===== config.mk =====
export PLATFORM = sky130hd
export DESIGN_NAME = enemy_life_ctrl
export DESIGN_NICKNAME = d
export VERILOG_FILES = /design/src/rtl/enemy_life_ctrl_pkg.sv /design/src/rtl/enemy_life_slot.sv /design/src/rtl/enemy_life_ctrl.sv
export SDC_FILE = /design/constraint.sdc
export NUM_CORES = 1
export LEC_CHECK = 0
export ABC_CLOCK_PERIOD_IN_PS = 3900
export CORE_UTILIZATION = 50
export CTS_BUF_LIST = sky130_fd_sc_hd__clkbuf_4
export CTS_CLUSTER_SIZE = 24
export DETAILED_ROUTE_END_ITERATION = 16
export MAX_ROUTING_LAYER = met4
export PLACE_DENSITY = 0.68
export SLEW_MARGIN = 15
export SYNTH_ARGS = -nofsm -noshare
export SYNTH_HDL_FRONTEND = slang
export SYNTH_SLANG_ARGS = --single-unit

===== constraint.sdc =====
create_clock -name clk_vga -period 3.9 [get_ports clk_vga]
set_input_delay 0.585 -clock clk_vga [delete_from_list [all_inputs] [get_ports clk_vga]]
set_output_delay 0.585 -clock clk_vga [all_outputs]
set_load 0.01 [all_outputs]

===== src/rtl/enemy_life_ctrl_pkg.sv =====
// Shared definitions for the enemy lifecycle controller: slot state codes,
// frame-select codes and per-class tuning values.
package enemy_life_ctrl_pkg;

    typedef enum logic [1:0] {
        ELC_UNVISUAL = 2'd0,
        ELC_NORMAL   = 2'd1,
        ELC_HIT      = 2'd2,
        ELC_DOWN     = 2'd3
    } elc_state_e;

    localparam int FRAME_NORMAL    = 0;
    localparam int FRAME_HIT       = 1;
    localparam int FRAME_DOWN_BASE = 2;

    typedef enum logic [1:0] {
        ELC_CLASS_SMALL  = 2'd0,
        ELC_CLASS_MEDIUM = 2'd1,
        ELC_CLASS_BOSS   = 2'd2
    } elc_class_e;

    typedef struct packed {
        int max_hp;
        int down_frames;
        int tick_period;
    } elc_class_cfg_t;

    // Tuning table used when instantiating the controller for each enemy class.
    function automatic elc_class_cfg_t elc_class_cfg(input elc_class_e cls);
        elc_class_cfg_t cfg;
        cfg.max_hp      = 3;
        cfg.down_frames = 3;
        cfg.tick_period = 2500000;
        case (cls)
            ELC_CLASS_SMALL: begin
                cfg.max_hp      = 1;
                cfg.down_frames = 2;
            end
            ELC_CLASS_BOSS: begin
                cfg.max_hp      = 15;
                cfg.down_frames = 5;
                cfg.tick_period = 5000000;
            end
            default: ;
        endcase
        return cfg;
    endfunction

endpackage


===== src/rtl/enemy_life_slot.sv =====
// One enemy slot: life FSM with hit points, hit-flash timer and destruction frame counter.
module enemy_life_slot
    import enemy_life_ctrl_pkg::*;
#(
    parameter int MAX_HP        = 3,
    parameter int HP_BIT_LEN    = 4,
    parameter int DOWN_FRAMES   = 3,
    parameter int FRAME_BIT_LEN = 3,
    parameter int HIT_TICKS     = 1
) (
    input  logic                     clk_vga,
    input  logic                     rst,
    input  logic                     en_i,
    input  logic                     tick_i,
    input  logic                     trigger_i,
    input  logic                     bullet_i,
    input  logic                     player_i,
    output logic [1:0]               state_o,
    output logic [FRAME_BIT_LEN-1:0] dframe_o,
    output logic                     destroy_o,
    output logic                     killed_by_me_o
);

    localparam int FLASH_W = (HIT_TICKS < 2) ? 1 : $clog2(HIT_TICKS + 1);

    elc_state_e               state, state_nxt;
    logic [HP_BIT_LEN-1:0]    hp, hp_nxt;
    logic [FLASH_W-1:0]       flash, flash_nxt;
    logic [FRAME_BIT_LEN-1:0] dframe, dframe_nxt;
    logic                     live;
    logic                     fatal;

    assign live  = (state == ELC_NORMAL) || (state == ELC_HIT);
    // Player contact always kills; a bullet kills only on the last hit point.
    assign fatal = en_i && live && (player_i || (bullet_i && (hp == HP_BIT_LEN'(1))));

    always_ff @(posedge clk_vga or posedge rst) begin
        if (rst) begin
            state  <= ELC_UNVISUAL;
            hp     <= '0;
            flash  <= '0;
            dframe <= '0;
        end else begin
            state  <= state_nxt;
            hp     <= hp_nxt;
            flash  <= flash_nxt;
            dframe <= dframe_nxt;
        end
    end

    always_comb begin
        state_nxt  = state;
        hp_nxt     = hp;
        flash_nxt  = flash;
        dframe_nxt = dframe;
        if (en_i) begin
            case (state)
                ELC_UNVISUAL: begin
                    if (trigger_i) begin
                        state_nxt  = ELC_NORMAL;
                        hp_nxt     = HP_BIT_LEN'(MAX_HP);
                        flash_nxt  = '0;
                        dframe_nxt = '0;
                    end
                end
                ELC_NORMAL, ELC_HIT: begin
                    if (fatal) begin
                        state_nxt  = ELC_DOWN;
                        dframe_nxt = '0;
                        flash_nxt  = '0;
                    end else if (bullet_i) begin
                        state_nxt = ELC_HIT;
                        hp_nxt    = hp - HP_BIT_LEN'(1);
                        flash_nxt = FLASH_W'(HIT_TICKS);
                    end else if (state == ELC_HIT && tick_i) begin
                        if (flash <= FLASH_W'(1)) begin
                            state_nxt = ELC_NORMAL;
                            flash_nxt = '0;
                        end else begin
                            flash_nxt = flash - FLASH_W'(1);
                        end
                    end
                end
                ELC_DOWN: begin
                    if (tick_i) begin
                        if (dframe == FRAME_BIT_LEN'(DOWN_FRAMES - 1)) begin
                            state_nxt  = ELC_UNVISUAL;
                            hp_nxt     = '0;
                            dframe_nxt = '0;
                        end else begin
                            dframe_nxt = dframe + FRAME_BIT_LEN'(1);
                        end
                    end
                end
                default: state_nxt = ELC_UNVISUAL;
            endcase
        end
    end

    always_comb begin
        state_o        = state;
        dframe_o       = dframe;
        destroy_o      = fatal;
        killed_by_me_o = fatal && player_i;
    end

endmodule


===== src/rtl/enemy_life_ctrl.sv =====
// Per-slot enemy lifecycle controller: animation tick, crash routing, pixel-time
// frame/visibility mux and the registered destroy event used for scoring.
module enemy_life_ctrl
    import enemy_life_ctrl_pkg::*;
#(
    parameter int ENEMY_NUM         = 4,
    parameter int ENEMY_NUM_BIT_LEN = 2,
    parameter int MAX_HP            = 3,
    parameter int HP_BIT_LEN        = 4,
    parameter int DOWN_FRAMES       = 3,
    parameter int FRAME_BIT_LEN     = 3,
    parameter int TICK_PERIOD       = 2500000,
    parameter int TICK_BIT_LEN      = 22,
    parameter int HIT_TICKS         = 1
) (
    input  logic                         clk_vga,
    input  logic                         rst,
    input  logic                         en_i,
    input  logic                         enemy_vali_i,
    input  logic [ENEMY_NUM_BIT_LEN-1:0] curr_enemy_idx_i,
    input  logic                         crash_enemy_bullet_i,
    input  logic                         crash_me_enemy_i,
    input  logic                         trigger_i,
    input  logic [ENEMY_NUM_BIT_LEN-1:0] trigger_idx_i,
    output logic [ENEMY_NUM-1:0]         disappear_o,
    output logic                         vis_o,
    output logic [FRAME_BIT_LEN-1:0]     frame_sel_o,
    output logic                         destroy_o,
    output logic [ENEMY_NUM_BIT_LEN-1:0] destroy_idx_o,
    output logic                         killed_by_me_o
);

    logic [TICK_BIT_LEN-1:0]  tick_cnt;
    logic                     tick;
    logic                     accept;
    logic [1:0]               slot_state  [ENEMY_NUM];
    logic [FRAME_BIT_LEN-1:0] slot_dframe [ENEMY_NUM];
    logic [ENEMY_NUM-1:0]     slot_destroy;
    logic [ENEMY_NUM-1:0]     slot_killed;

    assign tick   = en_i && (tick_cnt == TICK_BIT_LEN'(TICK_PERIOD - 1));
    assign accept = enemy_vali_i && (32'(curr_enemy_idx_i) < 32'(ENEMY_NUM));

    always_ff @(posedge clk_vga or posedge rst) begin
        if (rst) begin
            tick_cnt <= '0;
        end else if (en_i) begin
            tick_cnt <= tick ? '0 : tick_cnt + TICK_BIT_LEN'(1);
        end
    end

    for (genvar g = 0; g < ENEMY_NUM; g++) begin : g_slot
        logic hit_here;
        assign hit_here = accept && (curr_enemy_idx_i == ENEMY_NUM_BIT_LEN'(g));

        enemy_life_slot #(
            .MAX_HP        (MAX_HP),
            .HP_BIT_LEN    (HP_BIT_LEN),
            .DOWN_FRAMES   (DOWN_FRAMES),
            .FRAME_BIT_LEN (FRAME_BIT_LEN),
            .HIT_TICKS     (HIT_TICKS)
        ) u_slot (
            .clk_vga        (clk_vga),
            .rst            (rst),
            .en_i           (en_i),
            .tick_i         (tick),
            .trigger_i      (trigger_i && (trigger_idx_i == ENEMY_NUM_BIT_LEN'(g))),
            .bullet_i       (hit_here && crash_enemy_bullet_i),
            .player_i       (hit_here && crash_me_enemy_i),
            .state_o        (slot_state[g]),
            .dframe_o       (slot_dframe[g]),
            .destroy_o      (slot_destroy[g]),
            .killed_by_me_o (slot_killed[g])
        );

        assign disappear_o[g] = (slot_state[g] == ELC_UNVISUAL);
    end

    // Only the slot under the raster can be crashed, so at most one destroy bit is set.
    always_ff @(posedge clk_vga or posedge rst) begin
        if (rst) begin
            destroy_o      <= 1'b0;
            destroy_idx_o  <= '0;
            killed_by_me_o <= 1'b0;
        end else begin
            destroy_o <= |slot_destroy;
            if (|slot_destroy) begin
                destroy_idx_o  <= curr_enemy_idx_i;
                killed_by_me_o <= |slot_killed;
            end
        end
    end

    always_comb begin
        vis_o       = 1'b0;
        frame_sel_o = FRAME_BIT_LEN'(FRAME_NORMAL);
        if (accept) begin
            case (elc_state_e'(slot_state[curr_enemy_idx_i]))
                ELC_NORMAL: vis_o = 1'b1;
                ELC_HIT: begin
                    vis_o       = 1'b1;
                    frame_sel_o = FRAME_BIT_LEN'(FRAME_HIT);
                end
                ELC_DOWN: begin
                    vis_o       = 1'b1;
                    frame_sel_o = FRAME_BIT_LEN'(FRAME_DOWN_BASE) + slot_dframe[curr_enemy_idx_i];
                end
                default: ;
            endcase
        end
    end

endmodule

Word-level counts from Yosys, hierarchy flattened
Index checks and enable logic that the tools add are counted. Widths: inputs -> output; s select.

$add $sub $neg: 14. Order comparisons: 5. Equality and inequality tests: 62. Muxes and demuxes: 111. Bitwise operators: 1. Reduce and logical (&&, ||, !) cells: 78.

Operators by type and width (number): $mux 4 (20); $mux 2 (30); $mux 3 (19); $pmux 4 s3 (4); $reduce_and 6->1 (8); $logic_and 1x1->1 (37); $pmux 3 s3 (4); $ne 2x1->1 const B (17); $ne 4x1->1 const B (8); $reduce_and 4->1 (8); $eq 2x2->1 const B (14); $pmux 2 s3 (4); $add 22x1->22 const B (1); $eq 22x22->1 const B (1); $mux 1 (22); $mux 22 (1); $eq 4x1->1 const B (4); $sub 4x1->4 const B (4); $eq 2x1->1 const B (7); $ne 2x2->1 const B (7); $add 3x1->3 const B (4); $eq 3x2->1 const B (4); $logic_not 2->1 (6); $logic_or 1x1->1 (8); 13 further kinds (29).

Bits in registers: 66. Input port bits: 11. Output and inout bits: 12. Logic and storage cells: 291.

Longest topological paths before layout
Gate-level depths: netlist of run 1.

Depth in word-level cells: 8. Gate-level depth with buffers: 8. Mapped depth without buffers: 7.

Cells and area by module
Synthesis of run 1 repeated with hierarchy kept, for this count alone.

Cell total of the unflattened synthesis: 460. Area, all modules: 4501.8 um^2.

By module, submodules not included: enemy_life_slot at g_slot[1].u_slot ... (times used 3, cells each 76, area an instance 742.0 um^2, sequential area each 225.2 um^2); enemy_life_ctrl (times used 1, cells each 157, area an instance 1554.0 um^2, sequential area each 650.6 um^2); enemy_life_slot at g_slot[0].u_slot (times used 1, cells each 75, area an instance 721.9 um^2, sequential area each 225.2 um^2).

Least setup slack after synthesis of run 1
No wires, ideal clock.

Kind: input to output. From: in curr_enemy_idx_i[0]. To: out frame_sel_o[2]. Data arrival time: 1.795 ns. Data required time: 3.315 ns. Path slack: 1.520 ns. Cell stages on the path: 4. Path buffers: 1. Cells stage by stage: buf_1 mux4_2 xnor2_1 nor2_1.

Word-level cells in the longest chain between the ends: 7. Elaborated cells on any way between the ends: 12. Those cells by class: add/sub: 1; eq/ne: 2; mux: 8; bitwise: 1.

Ends and longest elaborated chain: start, declared (line enemy_life_ctrl.sv:20) `input logic [ENEMY_NUM_BIT_LEN-1:0] curr_enemy_idx_i,`; $not 2->3 (implied by the code) (*) (line enemy_life_ctrl.sv:98, enemy_life_ctrl.sv:106); $bmux 3 s2 or $bmux 2 s2 (tied branches) (line enemy_life_ctrl.sv:106, enemy_life_ctrl.sv:98); $mux 3 (implied by the code) or $mux 2 (tied branches) (2 in a row) (line enemy_life_ctrl.sv:106, enemy_life_ctrl.sv:98); $add 2x3->3 or $eq 2x2->1 (tied branches) (line enemy_life_ctrl.sv:106, enemy_life_ctrl.sv:98); $pmux 3 s2 (*) (line enemy_life_ctrl.sv:98) `case (elc_state_e'(slot_state[curr_enemy_idx_i]))`; $mux 3 (*) (line enemy_life_ctrl.sv:97) `if (accept) begin`; end, declared (line enemy_life_ctrl.sv:27) `output logic [FRAME_BIT_LEN-1:0] frame_sel_o,`.

Mark *: on every way between the ends. The rest lies on a longest branch, timed or not. The select of a mux whose other input is x is not followed.

Worst setup path in the final report of run 1
Same ends and word-level chain as after synthesis.

==> reports/results.ini, run 1 <==
[run_status]
status=finished, final reports clean

[place]
place.gp.congestion=0.928
io_buffers=22
dp_hpwl_mm=7.99
dp_cells=587

[route]
dr.pass1.iters=5
wirelength_mm=11.0
wl_per_cell_um=18.2
via_per_inst=6.25
vias=3766
ant_nets=0
post-route-drc-count=0
drt_iter0_drc=302

[finish]
final_cells=603
final_cell_mix=62 x dfrtp_1, 37 x nor2_1, 36 x inv_1, 29 x nand2_1, 29 x ha_1
diodes=0
final_common_cell=dfrtp_1
nNetsFinal=533
final_layout_size_suffix_gt1_frac=0.0904
area_growth_pct=9.99

[critical_path]
crit_fanout=13
slowest_stage=clkdlybuf4s50_1
worst_path_most_repeated_cell=clkdlybuf4s50_1
cp_num_buf_inv=2
crit_arrival_ns=2.84
path_class=in2out
worstSetupEndpointType=output port
max_stage_delay_ns=0.83
crit_chain=clkdlybuf4s50_1 > mux4_2 > xnor2_1 > nor2_1 > clkdlybuf4s50_1
start_kind=primary input
required_ns=3.31
crit_family=buffers and inverters

[synthesis]
netlist_instances=470
synth_area_mm2=0.00439
synth.area.top_cells=dfrtp_1 35%, ha_1 8.3%, inv_1 3.2%
yosysSeqAreaShare=0.354
synth-main-ff-cell=dfrtp_1
avgSynthCellArea_um2=9.33
yosysUniqueCellTypes=70
yosysTopAreaCell=dfrtp_1
synth.net_count=510
synth_edf_count=0
netlist.area_leader.share=0.354
synthArstFlopShare=1.00
yosysWarnings=0
synth-seq-cells=62

[pwr]
cellPowerDensity_mw_per_mm2=589
leakage_nw=2.08
ir_worst_vdd_mv=0.292

[sta]
tns_ns=0
hold_slack_ns=0.514
setup_viol=0
slew_violations=0
tightest_slew_ns=0.679
slew_headroom=0.546
period_minus_slack_ns=3.43
rsz0062_at_grt=no
fmaxAchievable_mhz=292
fin_crit_sh=0.879
final.setup_skew_ns=0.0134
hold_viol=0

[clock_tree]
root_buffer=clkbuf_4
cts_buffers=9
path_clk_slew_ns=0.10
cts_sinks=62
post_cts_buffers=0
clk_latency_ns=0.43
cts_max_level=3
clock_path_buffers=2
cts-resized-gates=0
cts_hold_buf=0
cts_tree=built

[floorplanning]
die_h_um=95.7
start_util=0.526
core_mm2=0.00834
dieArea_mm2=0.00915
num_rows=33
ios=23
die_x_um=95.7

[worst_hold_path]
hold_class=reg2reg

[global_routing]
grt_pass1_vias=3640
grt_pass1_wl_mm=18.0
grt_remaining_overflow=0
grt_max_degree=29
track_usage=0.267
antenna_found_initial=0

[job]
max-cap-violations=0

-- path summary, 6_finish.rpt --
path	start	slack, ns	end	cells after the start
max	curr_enemy_idx_i[0]	0.47	frame_sel_o[2]	5
min reg2reg	tick_cnt[4]$_DFFE_PP0P_	0.51	tick_cnt[4]$_DFFE_PP0P_	1
max in group asynchronous	rst	2.64	g_slot[2].u_slot.dframe_o[2]$_DFFE_PP0P_	3
min in group asynchronous	rst	0.54	g_slot[3].u_slot.hp[0]$_DFFE_PP0P_	2
min	tick_cnt[4]$_DFFE_PP0P_	0.51	tick_cnt[4]$_DFFE_PP0P_	1
max reg2reg	tick_cnt[12]$_DFFE_PP0P_	1.40	g_slot[0].u_slot.dframe_o[0]$_DFFE_PP0P_	5
-- synth_stat cells, types with 9 or more instances --
library cell  number
a21oi_1           17
dfrtp_1           62
ha_1              29
inv_1             37
nand2_1           29
nand2b_1          14
nand3_1           17
nand4_1            9
nor2_1            37
o21ai_0           25
o31ai_1           15
xnor2_1           10
-- state kept, by name (all words and copies together), names as in the netlist --
name and cells:
destroy_idx_o 2, destroy_o 1, g_slot.u_slot.dframe_o 12, g_slot.u_slot.hp 16, g_slot.u_slot.state_o 8, killed_by_me_o 1, tick_cnt 22
-- final cells by class --
class                           count  area (um^2)
Inverter                           38          143
Timing Repair Buffer               26          250
Multi-Input combinational cell    356         2620
Clock inverter                      6         52.6
Sequential cell                    62         1550
Clock buffer                       10         75.1
Fill cell                         738         3520
Tap cell                          105          131
-- layer usage --
layer,wire [um],vias to the layer above,track usage
met5,0,-,-
met4,233,0,0.0883
met3,700,26,0.0598
met2,5000,149,0.401
met1,5030,1798,0.357
li1,-,1793,-
-- cells by family (layout without fill, tap and decap cells) --
logic type,count (synthesis),in the layout,share of synthesized area
simple gates,175,175,0.236
xor+xnor,18,18,0.0359
flops,62,62,0.354
fa+ha+maj,29,29,0.0827
mux,16,16,0.0556
compound gates,118,118,0.187
buf+inv,52,80,0.0488
-- stage by stage --
stage	area [um^2]	util	worst slack [ns]	total power, W
floorplan	4390	-	1.52	0.00199
detailed placement	4700	0.563	0.487	0.00238
global placement	4700	0.563	0.541	0.00233
CTS	4820	0.578	0.488	0.00283
global route	4820	0.578	0.416	0.00307
finish	4820	0.578	0.474	0.00284
-- worst register-to-register path, cell delays in order, from the launching register on --
cell and delay [ns]:
dfrtp_1 0.46, nor4b_2 0.34, and4_1 0.57, nand2_1 0.34, or4_1 0.54, o221ai_1 0.18
-- report_power, final --
part / internal, W / switching (W) / leakage, nW / total, W
registers: 0.000818 / 0.000211 / 0.792 / 0.00103
clock network: 0.000195 / 0.000255 / 0.0750 / 0.000451
logic: 0.000588 / 0.000771 / 1.21 / 0.00136
total: 0.00160 / 0.00124 / 2.08 / 0.00284
Power figures use the tool's default switching activity.
==> run 2, diff against run 1 <==
Settings changed: TNS_END_PERCENT set to 5.
==> results of run 2 <==
The final DEF is identical to that of run 1; final timing and power are the same.
